<file path="src/rtl/pipeline_hazard_ctrl.sv">
// Pipeline sequencing controller: load-use stalls, branch/jump redirects and data-memory waits.
// Optional performance counters are built when HAZARD_PERF_CNT_EN is defined.
module pipeline_hazard_ctrl #(
    parameter int unsigned MEM_TIMEOUT = 64,
    parameter int unsigned CNT_W       = 32
) (
    input  logic             clk,
    input  logic             rst,
    input  logic [31:0]      pc_plus4,
    input  logic [4:0]       id_rs,
    input  logic [4:0]       id_rt,
    input  logic             id_uses_rs,
    input  logic             id_uses_rt,
    input  logic             id_jump,
    input  logic [31:0]      jump_target,
    input  logic             ex_mem_read,
    input  logic [4:0]       ex_rd,
    input  logic             ex_branch_taken,
    input  logic [31:0]      branch_target,
    input  logic             dmem_req,
    input  logic             dmem_ready,
    output logic [31:0]      NPC,
    output logic             Load_use_Flag,
    output logic             ifid_hold,
    output logic             ifid_flush,
    output logic             idex_flush,
    output logic             exmem_hold,
    output logic             memwb_bubble,
    output logic             mem_timeout_err,
    output logic [CNT_W-1:0] stall_cycles,
    output logic [CNT_W-1:0] flush_count
);

    localparam int unsigned WCNT_W = $clog2(MEM_TIMEOUT + 1);

    typedef enum logic {
        ST_RUN,
        ST_MEM_WAIT
    } state_e;

    state_e            state_q, state_d;
    logic [WCNT_W-1:0] wcnt_q, wcnt_d;
    logic              err_q, err_d;

    logic lu_c;
    logic mem_miss_c;
    logic memstall_c;

    // A load in EX whose destination is read by the instruction in ID.
    assign lu_c = ex_mem_read && (ex_rd != 5'd0) &&
                  ((id_uses_rs && (id_rs == ex_rd)) || (id_uses_rt && (id_rt == ex_rd)));

    assign mem_miss_c = dmem_req && !dmem_ready;
    assign memstall_c = (state_q == ST_MEM_WAIT) || mem_miss_c;

    always_ff @(posedge clk or posedge rst) begin
        if (rst) begin
            state_q <= ST_RUN;
            wcnt_q  <= '0;
            err_q   <= 1'b0;
        end else begin
            state_q <= state_d;
            wcnt_q  <= wcnt_d;
            err_q   <= err_d;
        end
    end

    // Wait tracking; a timeout releases the pipeline and latches the sticky error.
    always_comb begin
        state_d = state_q;
        wcnt_d  = wcnt_q;
        err_d   = err_q;
        case (state_q)
            ST_RUN: begin
                if (mem_miss_c) begin
                    state_d = ST_MEM_WAIT;
                    wcnt_d  = WCNT_W'(1);
                end
            end
            ST_MEM_WAIT: begin
                if (dmem_ready) begin
                    state_d = ST_RUN;
                    wcnt_d  = '0;
                end else if (wcnt_q >= WCNT_W'(MEM_TIMEOUT)) begin
                    state_d = ST_RUN;
                    wcnt_d  = '0;
                    err_d   = 1'b1;
                end else if (wcnt_q != '1) begin
                    wcnt_d = wcnt_q + WCNT_W'(1);
                end
            end
            default: begin
                state_d = ST_RUN;
                wcnt_d  = '0;
            end
        endcase
    end

    // Zero-latency control decode; everything is forced idle while rst is high.
    always_comb begin
        NPC           = pc_plus4;
        Load_use_Flag = 1'b0;
        ifid_hold     = 1'b0;
        ifid_flush    = 1'b0;
        idex_flush    = 1'b0;
        exmem_hold    = 1'b0;
        memwb_bubble  = 1'b0;
        if (!rst) begin
            if (memstall_c) begin
                Load_use_Flag = 1'b1;
                ifid_hold     = 1'b1;
                exmem_hold    = 1'b1;
                memwb_bubble  = 1'b1;
            end else if (ex_branch_taken) begin
                NPC        = branch_target;
                ifid_flush = 1'b1;
                idex_flush = 1'b1;
            end else if (lu_c) begin
                Load_use_Flag = 1'b1;
                ifid_hold     = 1'b1;
                idex_flush    = 1'b1;
            end else if (id_jump) begin
                NPC        = jump_target;
                ifid_flush = 1'b1;
            end
        end
    end

    assign mem_timeout_err = err_q;

`ifdef HAZARD_PERF_CNT_EN
    logic [CNT_W-1:0] stall_q, stall_d;
    logic [CNT_W-1:0] flush_q, flush_d;

    // Every redirect (branch or jump) is exactly the set of cycles that flush IF/ID.
    always_comb begin
        stall_d = stall_q;
        flush_d = flush_q;
        if (Load_use_Flag && (stall_q != '1)) begin
            stall_d = stall_q + CNT_W'(1);
        end
        if (ifid_flush && (flush_q != '1)) begin
            flush_d = flush_q + CNT_W'(1);
        end
    end

    always_ff @(posedge clk or posedge rst) begin
        if (rst) begin
            stall_q <= '0;
            flush_q <= '0;
        end else begin
            stall_q <= stall_d;
            flush_q <= flush_d;
        end
    end

    assign stall_cycles = stall_q;
    assign flush_count  = flush_q;
`else
    assign stall_cycles = '0;
    assign flush_count  = '0;
`endif

endmodule

</file>
<file path="config.mk">
export PLATFORM = sky130hd
export DESIGN_NAME = pipeline_hazard_ctrl
export DESIGN_NICKNAME = d
export VERILOG_FILES = /design/src/rtl/pipeline_hazard_ctrl.sv
export SDC_FILE = /design/constraint.sdc
export NUM_CORES = 1
export LEC_CHECK = 0
export ABC_AREA = 1
export CORE_MARGIN = 2
export CORE_UTILIZATION = 34
export DETAILED_ROUTE_END_ITERATION = 6
export GPL_ROUTABILITY_DRIVEN = 1
export GPL_TIMING_DRIVEN = 1
export HOLD_SLACK_MARGIN = 0.02
export PLACE_DENSITY_LB_ADDON = 0.3
export SETUP_SLACK_MARGIN = 0.5
export SYNTH_ARGS = -nofsm -noshare
export SYNTH_HDL_FRONTEND = slang
export SYNTH_SLANG_ARGS = --single-unit
</file>
<file path="constraint.sdc">
create_clock -name clk -period 4.7 [get_ports clk]
set_clock_uncertainty 0.05 [all_clocks]
set_input_delay 0.94 -clock clk [delete_from_list [all_inputs] [get_ports clk]]
set_output_delay 0.94 -clock clk [all_outputs]
set_load 0.1 [all_outputs]
</file>
Word level (Yosys, flattened, before mapping)
Index checks and enable logic that the tools add are counted.
{"block": "totals", "output_inout_bits": 103, "word_cells": 51, "register_bits": 9}
{"block": "op_classes", "reduce_logical": 11, "n_eq_ne": 5, "magnitude_cmp": 1, "n_mux": 28, "n_addsub": 1, "bitwise_logic": 2}
{"op": "32-bit 2-to-1 mux", "count": 5}
{"op": "7-bit 2-to-1 mux", "count": 4}
{"op": "1-bit 2-to-1 mux", "count": 17}
{"op": "7-bit case mux with 2 select lines", "count": 1}
{"op": "5-bit equality test", "count": 2}
{"op": "7-bit by 1-bit adder with 7-bit output (second input constant)", "count": 1}
{"op": "7-bit >= comparator (second input constant)", "count": 1}
{"op": "7-bit != test (second input constant)", "count": 1}
{"op": "1-bit logical AND", "count": 5}
{"op": "5-bit nonzero test", "count": 1}
{"op": "4-bit by 2-bit != test with 1-bit output (second input constant)", "count": 1}
{"op": "3-bit AND reduction", "count": 1}
{"op": "1-bit logical OR", "count": 2}
{"op": "2-bit != test (second input constant)", "count": 1}
{"op": "1-bit NOT", "count": 2}
{"op": "1-bit case mux with 2 select lines", "count": 1}
{"op": "2-bit AND reduction", "count": 1}
{"op": "1-bit logical NOT", "count": 1}

Depth between registers and ports, before layout
{"block": "logic_depth", "ltp_word": 8, "mapped_depth": 12}

Least setup slack after synthesis
Ideal clock, no wire load.
{"block": "synth_path", "path_kind": "input to output", "start": "in ex_rd[2]", "end": "out idex_flush", "slack_ns": -0.025, "arrival_time_ns": 3.735, "required_ns": 3.710, "path_stages": 9, "cell_sequence": "inv_1 -> nand2_1 -> nand2_1 -> nor2_1 -> nand3_1 -> nand2_2 -> nand2_4 -> buf_2 -> a21boi_0"}
{"block": "synth_via", "elab_chain_cells": 8, "elab_cells_between_ends": 12, "classes_between": "2 x eq/ne; 4 x mux; 6 x reduce/logical"}
{"element": "start, declared", "line": "17", "text": "input logic [4:0] ex_rd,"}
{"element": "5-bit equality test", "line": "51", "text": "((id_uses_rs && (id_rs == ex_rd)) || (id_uses_rt && (id_rt == ex_rd)));"}
{"element": "1-bit logical AND", "line": "51"}
{"element": "1-bit logical OR", "line": "51"}
{"element": "1-bit logical AND *", "line": "50", "text": "assign lu_c = ex_mem_read && (ex_rd != 5'd0) &&"}
{"element": "1-bit 2-to-1 mux *", "line": "118", "text": "end else if (lu_c) begin"}
{"element": "1-bit 2-to-1 mux *", "line": "114", "text": "end else if (ex_branch_taken) begin"}
{"element": "1-bit 2-to-1 mux *", "line": "109", "text": "if (memstall_c) begin"}
{"element": "1-bit 2-to-1 mux *", "line": "108", "text": "if (!rst) begin"}
{"element": "end, declared", "line": "26", "text": "output logic idex_flush,"}
Mark *: on every way between the ends. The rest lies on a longest branch, timed or not.

Worst setup path after layout
{"block": "layout_path", "start": "in ex_rd[3]", "end": "out NPC[22]"}
{"block": "layout_via", "elab_chain_cells": 8, "elab_cells_between_ends": 12, "classes_between": "2 x eq/ne; 4 x mux; 6 x reduce/logical"}
{"element": "5-bit equality test", "line": "51"}
{"element": "1-bit logical AND", "line": "51"}
{"element": "1-bit logical OR", "line": "51"}
{"element": "1-bit logical AND *", "line": "50"}
{"element": "32-bit 2-to-1 mux *", "line": "118"}
{"element": "32-bit 2-to-1 mux *", "line": "114"}
{"element": "32-bit 2-to-1 mux *", "line": "109"}
{"element": "32-bit 2-to-1 mux *", "line": "108"}
{"element": "end, declared", "line": "22", "text": "output logic [31:0] NPC,"}
Marks and branches as above.

==> impl_metrics.toml <==
[die]
dieArea_mm2 = 0.007912
start_util_pct = 35.53
core-area_mm2 = 0.006907
io_pins = 223
die_h_um = 88.95
num_rows = 30
fp.dieW_um = 88.95

[worst_setup_path]
cp.arrival_ps = 2970
regToRegEndpoint = "wcnt_q[5]"
crit_top_cell = "nand2_1"
critPathLaunchType = "primary input"
setup.worst_path.class = "primary input to output port"
crit_required_ps = 3710
r2r_slack_ps = 3360
max_stage_delay_ps = 530
crit_path_end_kind = "output port"
r2r_start = "wcnt_q[0]"
worst_path_max_delay_cell = "clkdlybuf4s50_1"
cp_max_fo = 26
cp_cell_sequence = "clkdlybuf4s50_1 > inv_2 > nand2_1 > nand2_1 > nor2_1 > nand3_1 > nand2_2 > nand2_4 > o21ai_4 > buf_6 > nand2_1 > nand2_1 > buf_12"
r2r_cells = 6

[route]
drt_iter0_drc = 108
routed_wl_um = 9020
vias = 3287
ant_nets = 0
dr.pass1.iters = 5
via_per_inst = 4.490
drc = 0
wire_per_inst_um = 12.32

[grt]
grt_remaining_overflow = 0
grt_pass1_wl_um = 13800
antenna_found_initial = 0
grt.total_usage_pct = 21.72
grt_pass1_vias = 3006
grt_max_degree = 34

[timing]
rsz0062_at_grt = "no"
setup_tns_ps = 0
post-route-min-period_ps = 3965
worstMarginPinSlew_ps = 960.5
drv_slew = 0
hold_viol = 0
slew_headroom_pct = 35.76
fmax_mhz = 252.2
hold_ws_ps = 426.8
period_share_pct = 84.35
setup_violations = 0

[clocking]
cts_inserted_buffers = 3
ctsHtreeMaxLevel = 1
clock-root-buffer = "clkbuf_8"
clk_latency_ps = 240
hold_buffers = 0
ctsResizeCount = 0
clkTransAtPathRegs_ps = 50
post-cts-setup-buffers = 0
clk_path_buf_depth = 2
cts_tree = "yes"
clock_sinks = 9

[flow_run]
maxCapViolations = 0

[synthesis]
seq_area_frac_synth_pct = 9.179
yosysTopAreaCellShare_pct = 43.91
synth-async-reset-ratio_pct = 100.0
synth-edff-count = 0
synth.ff_latch_count = 9
yosysTopAreaCell = "nand2_1"
synthTopCellsByArea = "nand2_1 (44%), buf_4 (20%), dfrtp_1 (9.2%), nand3_1 (7.8%), inv_1 (3.7%)"
yosys.cell_types.count = 29
ys.flop_type = "dfrtp_1"
syn_area_per_cell_um2 = 4.987
syn_area_mm2 = 0.002454
ys_warn_count = 0
synthCells = 492

[power]
comb_power_share_pct = 83.4
seqPwrFrac_pct = 8.0
p_per_area_mw_per_mm2 = 258.8
pwr-share-clk_pct = 8.6
total_power_mw = 1.100
p_sw_mw = 0.6881
swShare_pct = 62.53
internal-power_mw = 0.4124
power.leakage_nw = 2.340
ir_drop_uv = 172.8

[layout]
syn_to_final_growth_pct = 73.28
antennaDiodeCount = 0
final_layout_size_suffix_gt1_share_pct = 9.591
final_common_cell = "nand2_1"
fin_util_pct = 61.56
finish.net_count = 759
layout_common_cells = "nand2_1 (287), clkdlybuf4s50_1 (120), conb_1 (64), nand3_1 (38), buf_12 (36)"

[min_path]
hold_path.class = "register to register"
min_to = "mem_timeout_err"
min_path_cells = 1
hold_start = "mem_timeout_err"

[placed_design]
place.gp.congestion = 0.9554
portBuffers = 158
dp_hpwl_um = 7069

[status]
status = "completed"
-- critical path, delay by kind of cell --
| kind | cells | cell delay (ps) |
|---|---|---|
| compound gates | 1 | 240 |
| buf+inv | 4 | 1050 |
| simple gates | 8 | 740 |
-- flip-flops by register name (all words and copies together) (netlist names) --
| name | count |
|---|---|
| mem_timeout_err | 1 |
| wcnt_q | 7 |
| state_q | 1 |
-- per-stage QoR --
step / cells / cell area (µm²) / setup slack, ps
2_1_floorplan: 555 / 2694 / 554.9
5_1_grt: 732 / 4252 / 563.9
6_report: 732 / 4252 / 735.5
3_5_place_dp: 728 / 4202 / 691.4
3_3_place_gp: 728 / 4202 / 746.6
4_1_cts: 732 / 4248 / 684.7
-- metal layers --
layer	GRT usage [%]	vias to the layer above	share of wire, %
met5	0	-	0
met1	24.82	1465	38
met3	4.155	18	7.7
met4	6.649	0	1.8
li1	-	1654	-
met2	40.64	150	52
-- kinds of logic (layout without fill, tap and decap cells) --
| group | count (synthesis) | after routing | synth area share [%] |
|---|---|---|---|
| other | 1 | 64 | 0.1528 |
| adder cells (fa/ha/maj) | 2 | 2 | 1.020 |
| flip-flops | 9 | 9 | 9.179 |
| XOR/XNOR | 1 | 1 | 0.3570 |
| buffers and inverters | 118 | 199 | 29.27 |
| AND/OR/NAND/NOR | 347 | 347 | 56.14 |
| AO/OA/AOI/OAI | 14 | 14 | 3.876 |
-- worst max-delay path by stage --
stage                          start         end  slack [ps]  depth (start not counted)
after floorplan           dmem_ready  ifid_flush         550                          7
after global placement      ex_rd[0]     NPC[22]         750                         13
after detailed placement    ex_rd[3]     NPC[22]         690                         13
after CTS                   ex_rd[3]     NPC[22]         680                         13
after global routing        ex_rd[2]     NPC[22]         560                         12
final                       ex_rd[3]     NPC[22]         740                         13
-- cells in the mapped netlist, types with 3 or more instances --
cell	instances
o22ai_1	3
a21oi_1	5
buf_6	3
nor2_1	12
dfrtp_1	9
buf_1	3
buf_4	66
inv_2	4
nor3_1	3
inv_1	24
nand2_1	287
clkbuf_1	13
buf_2	4
nand3_1	38
-- power by group through the flow --
stage                     Sequential [mW]  Clock, mW  Combinational (mW)
after global routing               0.0891     0.0990               0.961
after detailed placement           0.0892          0               0.917
after CTS                          0.0880     0.0959               0.918
final                              0.0883     0.0941               0.918
after floorplan                    0.0882          0               0.664
after global placement             0.0890          0               0.911
-- cell type report --
cell class	count	area [µm²]
Inverter	29	108.9
Tap cell	96	120.1
Clock inverter	1	5.005
Fill cell	671	2655
Clock buffer	3	41.29
Multi-Input combinational cell	428	1750
Sequential cell	9	225.2
Timing Repair Buffer	166	2001
Note: power is estimated with default switching activity, not from simulation.
